## src/rtl/ab_detect_arbiter_pkg.sv

```systemverilog
// ---------------------------------------------------------------------------
// ab_detect_arbiter_pkg : shared encodings for the A-then-B detect arbiter
// Revision 1.0
// ---------------------------------------------------------------------------
`default_nettype none

package ab_detect_arbiter_pkg;

  localparam int N_REQ = 4;
  localparam int ID_W  = 2;

  // Controller FSM encoding
  localparam logic [1:0] ST_IDLE   = 2'b00;
  localparam logic [1:0] ST_SAMP_A = 2'b01;
  localparam logic [1:0] ST_SAMP_B = 2'b10;
  localparam logic [1:0] ST_REPORT = 2'b11;

  // Detector encoding
  localparam logic [1:0] DET_S0 = 2'b00;
  localparam logic [1:0] DET_S1 = 2'b01;
  localparam logic [1:0] DET_S2 = 2'b10;

endpackage

`default_nettype wire

```

## src/rtl/ab_detect_arbiter_seq_det.sv

```systemverilog
// ---------------------------------------------------------------------------
// ab_seq_det : Moore A-then-B sequence detector, steps only when step=1
// Revision 1.0
// ---------------------------------------------------------------------------
`default_nettype none

module ab_seq_det
  import ab_detect_arbiter_pkg::*;
(
  input  logic clk,
  input  logic rst_n,
  input  logic clr,
  input  logic step,
  input  logic a,
  input  logic b,
  output logic match
);

  logic [1:0] state_q;
  logic [1:0] state_d;

  always_comb begin
    state_d = state_q;
    if (clr) begin
      state_d = DET_S0;
    end else if (step) begin
      case (state_q)
        DET_S0:  state_d = a ? DET_S1 : DET_S0;
        DET_S1:  state_d = b ? DET_S2 : DET_S0;
        default: state_d = DET_S0;
      endcase
    end
  end

  always_ff @(posedge clk or negedge rst_n) begin
    if (!rst_n) begin
      state_q <= DET_S0;
    end else begin
      state_q <= state_d;
    end
  end

  assign match = (state_q == DET_S2);

endmodule

`default_nettype wire

```

## src/rtl/ab_detect_arbiter.sv

```systemverilog
// ---------------------------------------------------------------------------
// ab_detect_arbiter : round-robin arbiter sharing one A-then-B detector
// Revision 1.0
// ---------------------------------------------------------------------------
`default_nettype none

module ab_detect_arbiter
  import ab_detect_arbiter_pkg::*;
#(
  parameter int N_REQ = 4
) (
  input  logic             clk,
  input  logic             rst_n,
  input  logic [N_REQ-1:0] req,
  input  logic [N_REQ-1:0] a_in,
  input  logic [N_REQ-1:0] b_in,
  output logic [N_REQ-1:0] gnt,
  output logic             busy,
  output logic             done,
  output logic             hit,
  output logic [ID_W-1:0]  done_id
);

  logic [1:0]      state_q, state_d;
  logic [ID_W-1:0] gid_q, gid_d;
  logic [ID_W-1:0] last_id_q, last_id_d;

  logic            win_found;
  logic [ID_W-1:0] win_id;
  logic [ID_W-1:0] scan_id;

  logic det_clr, det_step, det_a, det_b, det_match;

  // Search starts just after the last winner; the 2-bit add wraps mod 4.
  always_comb begin
    win_found = 1'b0;
    win_id    = last_id_q;
    scan_id   = last_id_q;
    for (int i = 1; i <= N_REQ; i++) begin
      scan_id = last_id_q + ID_W'(i);
      if (!win_found && req[scan_id]) begin
        win_found = 1'b1;
        win_id    = scan_id;
      end
    end
  end

  always_comb begin
    state_d   = state_q;
    gid_d     = gid_q;
    last_id_d = last_id_q;
    det_clr   = 1'b0;
    det_step  = 1'b0;
    case (state_q)
      ST_IDLE: begin
        if (win_found) begin
          gid_d     = win_id;
          last_id_d = win_id;
          det_clr   = 1'b1;
          state_d   = ST_SAMP_A;
        end
      end
      ST_SAMP_A: begin
        det_step = 1'b1;
        state_d  = ST_SAMP_B;
      end
      ST_SAMP_B: begin
        det_step = 1'b1;
        state_d  = ST_REPORT;
      end
      default: state_d = ST_IDLE;
    endcase
  end

  // Only the phase-relevant sample of the granted requester reaches the detector.
  assign det_a = (state_q == ST_SAMP_A) & a_in[gid_q];
  assign det_b = (state_q == ST_SAMP_B) & b_in[gid_q];

  ab_seq_det u_det (
    .clk   (clk),
    .rst_n (rst_n),
    .clr   (det_clr),
    .step  (det_step),
    .a     (det_a),
    .b     (det_b),
    .match (det_match)
  );

  always_ff @(posedge clk or negedge rst_n) begin
    if (!rst_n) begin
      state_q   <= ST_IDLE;
      gid_q     <= '0;
      last_id_q <= ID_W'(N_REQ - 1);
    end else begin
      state_q   <= state_d;
      gid_q     <= gid_d;
      last_id_q <= last_id_d;
    end
  end

  assign busy    = (state_q != ST_IDLE);
  assign gnt     = busy ? (N_REQ'(1) << gid_q) : '0;
  assign done    = (state_q == ST_REPORT);
  assign hit     = done & det_match;
  assign done_id = done ? gid_q : '0;

endmodule

`default_nettype wire

```

## config.mk

```make
export PLATFORM = sky130hd
export DESIGN_NAME = ab_detect_arbiter
export DESIGN_NICKNAME = d
export VERILOG_FILES = /design/src/rtl/ab_detect_arbiter_pkg.sv /design/src/rtl/ab_detect_arbiter_seq_det.sv /design/src/rtl/ab_detect_arbiter.sv
export SDC_FILE = /design/constraint.sdc
export NUM_CORES = 1
export LEC_CHECK = 0
export CORE_UTILIZATION = 45
export DETAILED_ROUTE_END_ITERATION = 8
export GPL_ROUTABILITY_DRIVEN = 0
export PLACE_DENSITY = 0.88
export SKIP_CTS_REPAIR_TIMING = 1
export SKIP_LAST_GASP = 1
export SLEW_MARGIN = 20
export SYNTH_ARGS = -nofsm -noshare
export SYNTH_HDL_FRONTEND = slang
export SYNTH_SLANG_ARGS = --single-unit
```

## constraint.sdc

```tcl
create_clock -name clk -period 2.45 [get_ports clk]
set_clock_uncertainty 0.15 [all_clocks]
set_input_delay 0.49 -clock clk [delete_from_list [all_inputs] [get_ports clk]]
set_output_delay 0.49 -clock clk [all_outputs]
set_load 0.05 [all_outputs]
```

# Yosys cells after proc, flatten, opt, wreduce, memory -nomap -nowiden
# Cells that the tools add are included.
[classes] n_addsub=3 multipliers=0 n_div=0 magnitude_cmp=5 eq_ne=6 shifts=1 muxes=32 bitwise=3 reduce_logical=12
[ops] op="2-bit two-way mux" count=9
[ops] op="2-bit by 3-bit less-than comparator with 1-bit output, second input constant" count=5
[ops] op="1-bit two-way mux" count=14
[ops] op="1-bit binary-select mux with 2-bit select" count=6
[ops] op="2-bit == test, second input constant" count=3
[ops] op="2-bit one-hot mux with 3 select lines" count=1
[ops] op="2-bit adder, second input constant" count=2
[ops] op="2-bit by 1-bit == test with 1-bit output, second input constant" count=2
[ops] op="2-bit zero test" count=2
[ops] op="4-bit two-way mux" count=1
[ops] op="2-bit one-hot mux with 2 select lines" count=1
[ops] op="2-bit nonzero test" count=2
[ops] op="1-bit by 2-bit left shift with 4-bit output, first input constant" count=1
[ops] op="1-bit bitwise AND" count=3
[ops] op="1-bit logical AND" count=3
[ops] op="1-bit zero test" count=3
[ops] op="2-bit by 1-bit adder with 2-bit output, second input constant" count=1
[ops] op="2-bit != test, second input constant" count=1
[ops] op="2-bit AND reduction" count=1
[ops] op="2-bit OR reduction" count=1
[word_totals] regBits=8 latch_bits=0 ramBits=0 romBits=0 input_bits=14 elab_cells=66 memories=0

# Longest topological paths before layout
[depth] word_depth=16 ltp_mapped=7 depth_no_buf=6

# Modules after synthesis
# Synthesis repeated with hierarchy kept, for this count alone.
[hier_totals] hier_cells=62 area_unflattened_um2=601.8
[by_module_without_submodules] module="ab_detect_arbiter" n_inst=1 cells_each=53 area_per_inst_um2=503.0 seq_area_each_um2=152.6
[by_module_without_submodules] module="ab_seq_det" n_inst=1 cells_each=9 area_per_inst_um2=98.8 seq_area_each_um2=50.0

# Worst setup path before layout
# Ideal clock, no wire load.
[synth_path] path_type="flip-flop to output port" start="reg state_q[0]" end="out gnt[1]" t_arrival_ns=1.936 required_time_ns=1.810 path_slack_ns=-0.126 stages_incl_launch_ff=5 n_path_buf=1 cell_sequence="dfrtp_1 -> inv_1 -> ha_1 -> buf_2 -> nor3b_1"
[synth_between] elab_chain_len=2
[synth_rtl] item="start, declared" line="ab_detect_arbiter.sv:24" text="logic [1:0] state_q, state_d;"
[synth_rtl] item="start signal, assigned" line="ab_detect_arbiter.sv:95" text="state_q <= state_d;"
[synth_rtl] item="2-bit nonzero test" line="ab_detect_arbiter.sv:101" text="assign busy = (state_q != ST_IDLE);"
[synth_rtl] item="4-bit two-way mux" line="ab_detect_arbiter.sv:102" text="assign gnt = busy ? (N_REQ'(1) << gid_q) : '0;"
[synth_rtl] item="end, declared" line="ab_detect_arbiter.sv:17" text="output logic [N_REQ-1:0] gnt,"
# Every way passes these cells.

# Worst setup path after layout
[layout_path] start="reg state_q[0]" end="out done"
[layout_between] elab_chain_len=1
[layout_rtl] item="2-bit == test" line="ab_detect_arbiter.sv:103" text="assign done = (state_q == ST_REPORT);"
[layout_rtl] item="end, declared" line="ab_detect_arbiter.sv:19" text="output logic done,"
# Every way passes these cells.

==> flow_summary.json <==
{
  "status": "completed",
  "diodes": 0,
  "num_rows": 12,
  "synth_edf_count": 0,
  "clock_latency_ns": 0.26,
  "critPathArrivalTime_ns": 1.71,
  "layout.cells.non_filler": 104,
  "critPathKind": "register to output port",
  "worst_pin_slew_ns": 0.532,
  "worstSetupPathDepth": 2,
  "synthCells": 68,
  "syn_nets": 86,
  "overflow": 0,
  "dp_hpwl_mm": 1.13,
  "critical_path.startpoint_type": "register",
  "yosys.area.top_type": "dfrtp_1",
  "regArea_sq_um": 203,
  "synth_fa_ha_area_frac": 0.0823,
  "synth_top_family_by_area": "simple AND/OR/NAND/NOR gates",
  "dp.cells": 101,
  "peakVddDrop_v": 0.00107,
  "fill_cells": 88,
  "final_nets": 110,
  "synth_compound_area_frac": 0.160,
  "synthArstFlopShare": 1.00,
  "numCtsBuffers": 3,
  "wl_met1_um": 665,
  "crit_chain": "ha_1, clkdlybuf4s50_1",
  "dr_total_vias": 589,
  "p_int_w": 0.000595,
  "drtIter0Drc": 20,
  "rsz0062_at_grt": "false",
  "synth.area.mux_share": 0.0802,
  "critPathSlowestCell": "clkdlybuf4s50_1",
  "multiInputGateArea_sq_um": 367,
  "p_switching_w": 0.000614,
  "cts_tree": "yes",
  "area_growth_pct": 43.2,
  "synthSimpleGateAreaFrac": 0.280,
  "synth_ff_type": "dfrtp_1",
  "wire_per_inst_um": 14.4,
  "firstDrtPassIters": 4,
  "min_path_type": "input pin to asynchronous set/reset pin",
  "clock_sinks": 8,
  "grt_pass1_wl_mm": 2.33,
  "antenna_found_initial": 0,
  "dr.max_layer_used": "met4",
  "slew_headroom": 0.644,
  "required_ns": 1.81,
  "io_pins": 23,
  "yosysSeqAreaShare": 0.333,
  "final_antenna_net_count": 0,
  "yosysTopAreaCellShare": 0.247,
  "fmax_mhz": 425,
  "hold_violations": 0,
  "cts.htree.levels": 1,
  "combPwrFrac": 0.668,
  "grt_max_degree": 12,
  "seqPwrFrac": 0.245,
  "drv_slew": 0,
  "core-area_sq_mm": 0.00119,
  "cp_num_buf_inv": 1,
  "sw_frac_of_total": 0.508,
  "wl_met3_um": 65,
  "drive_above_1_share": 0.178,
  "cp-end-kind": "output port",
  "avgViaCountPerCell": 5.66,
  "grt_usage": 0.234,
  "wl_mm": 1.50,
  "synth.ff_latch_count": 8,
  "p_leak_nw": 0.391,
  "die_x_um": 38.8,
  "ys_types": 29,
  "dieHeight_um": 38.8,
  "path_max_fanout": 4,
  "cpLargestDelayFamily": "buffers and inverters",
  "ys_warn_count": 0,
  "io_buffer_count": 22,
  "postSynthAreaPerCell_sq_um": 8.94,
  "dieArea_sq_mm": 0.00150,
  "cts_root_buffer": "clkbuf_4",
  "cts.clk_slew.worst_paths_ns": 0.06,
  "clockPowerShare": 0.087,
  "drc": 0,
  "hold_ws_ns": 0.354,
  "min_period_ns": 2.35,
  "dr_wl_met2_um": 759,
  "yosys-top-cells-area": "dfrtp_1, dfstp_2, ha_1",
  "finalSetupViolCount": 0,
  "start_util": 0.513,
  "period_share": 0.961,
  "grt_pass1_vias": 523,
  "r2r_cells": 6,
  "cap_violations": 0,
  "cpPeakStageDelay_ns": 0.85,
  "synthXorXnorAreaFrac": 0,
  "netlist_area_sq_um": 608,
  "cts_buffer_depth": 2,
  "p_per_area_mw_per_mm2": 1390
}
## cells in the final DEF (no fill, tap or decap), types with 4 or more instances in the layout
| cell | count |
|---|---|
| nand2b_1 | 4 |
| ha_1 | 4 |
| a21oi_1 | 4 |
| dfrtp_1 | 6 |
| inv_1 | 5 |
| nor2_1 | 7 |
| clkdlybuf4s50_1 | 14 |
| nand2_1 | 10 |
| buf_4 | 4 |
## power groups by stage
stage	Clock, W	Combinational [W]	Sequential, W
floorplan	0	0.000580	0.000249
global placement	0	0.000779	0.000291
detailed placement	0	0.000798	0.000297
CTS	0.000109	0.000803	0.000295
global route	0.000118	0.000855	0.000305
finish	0.000105	0.000807	0.000297
## metal layers
metal	GRT usage	up-vias
met4	0.0776	0
met5	0	-
met3	0.0867	2
li1	-	288
met1	0.282	286
met2	0.379	13
## logic make-up after synthesis
group,after synthesis
fa+ha+maj,4
mux,2
buf+inv,8
simple gates,31
compound gates,15
flops,8
## through the flow
stage | power, W | utilization | setup WS [ns] | cell area (sq um) | setup TNS, ns
3_3_place_gp | 0.00107 | 0.713 | 0.333 | 846 | 0
6_report | 0.00121 | 0.734 | 0.0952 | 871 | 0
2_1_floorplan | 0.000828 | - | -0.126 | 608 | -0.271
5_1_grt | 0.00128 | 0.734 | 0.0129 | 871 | 0
4_1_cts | 0.00121 | 0.732 | -0.0115 | 868 | -0.0115
3_5_place_dp | 0.00109 | 0.713 | 0.270 | 846 | 0
## synth_stat cells (all sizes together) (3+ instances only)
cell type,n
ha,4
dfrtp,6
nand2b,4
o21ai,3
nand2,10
nor2,7
inv,5
a21oi,4
## layout make-up
class	count	area share
multi-input cells	52	0.421
repair buffers	22	0.279
flip-flops and latches	8	0.233
clock buffers	3	0.0259
inverters	5	0.0216
well taps	14	0.0201
## worst register-to-register path, delay by kind of cell, from the launching register on
family	cells	cell delay (ns)
AOI/OAI and AO/OA	1	0.12
adders and majority gates	1	0.38
buffers and inverters	2	0.25
DFF	1	0.39
and+or+nand+nor	2	0.29
## path summary, 6_finish.rpt
check	end	slack (ns)	from
min in group clk	last_id_q[1]	0.37	last_id_q[1]
max	done	0.1	state_q[0]
min	u_det.state_q[0]	0.35	rst_n
min reg2reg	last_id_q[1]	0.37	last_id_q[1]
max in group asynchronous	last_id_q[1]	1.49	rst_n
max reg2reg	gid_q[0]	0.80	state_q[1]
## registers in the layout (all words and copies together), names as in the netlist
register / cells
u_det.state_q: 2
gid_q: 2
state_q: 2
last_id_q: 2
Power figures use the tool's default switching activity.
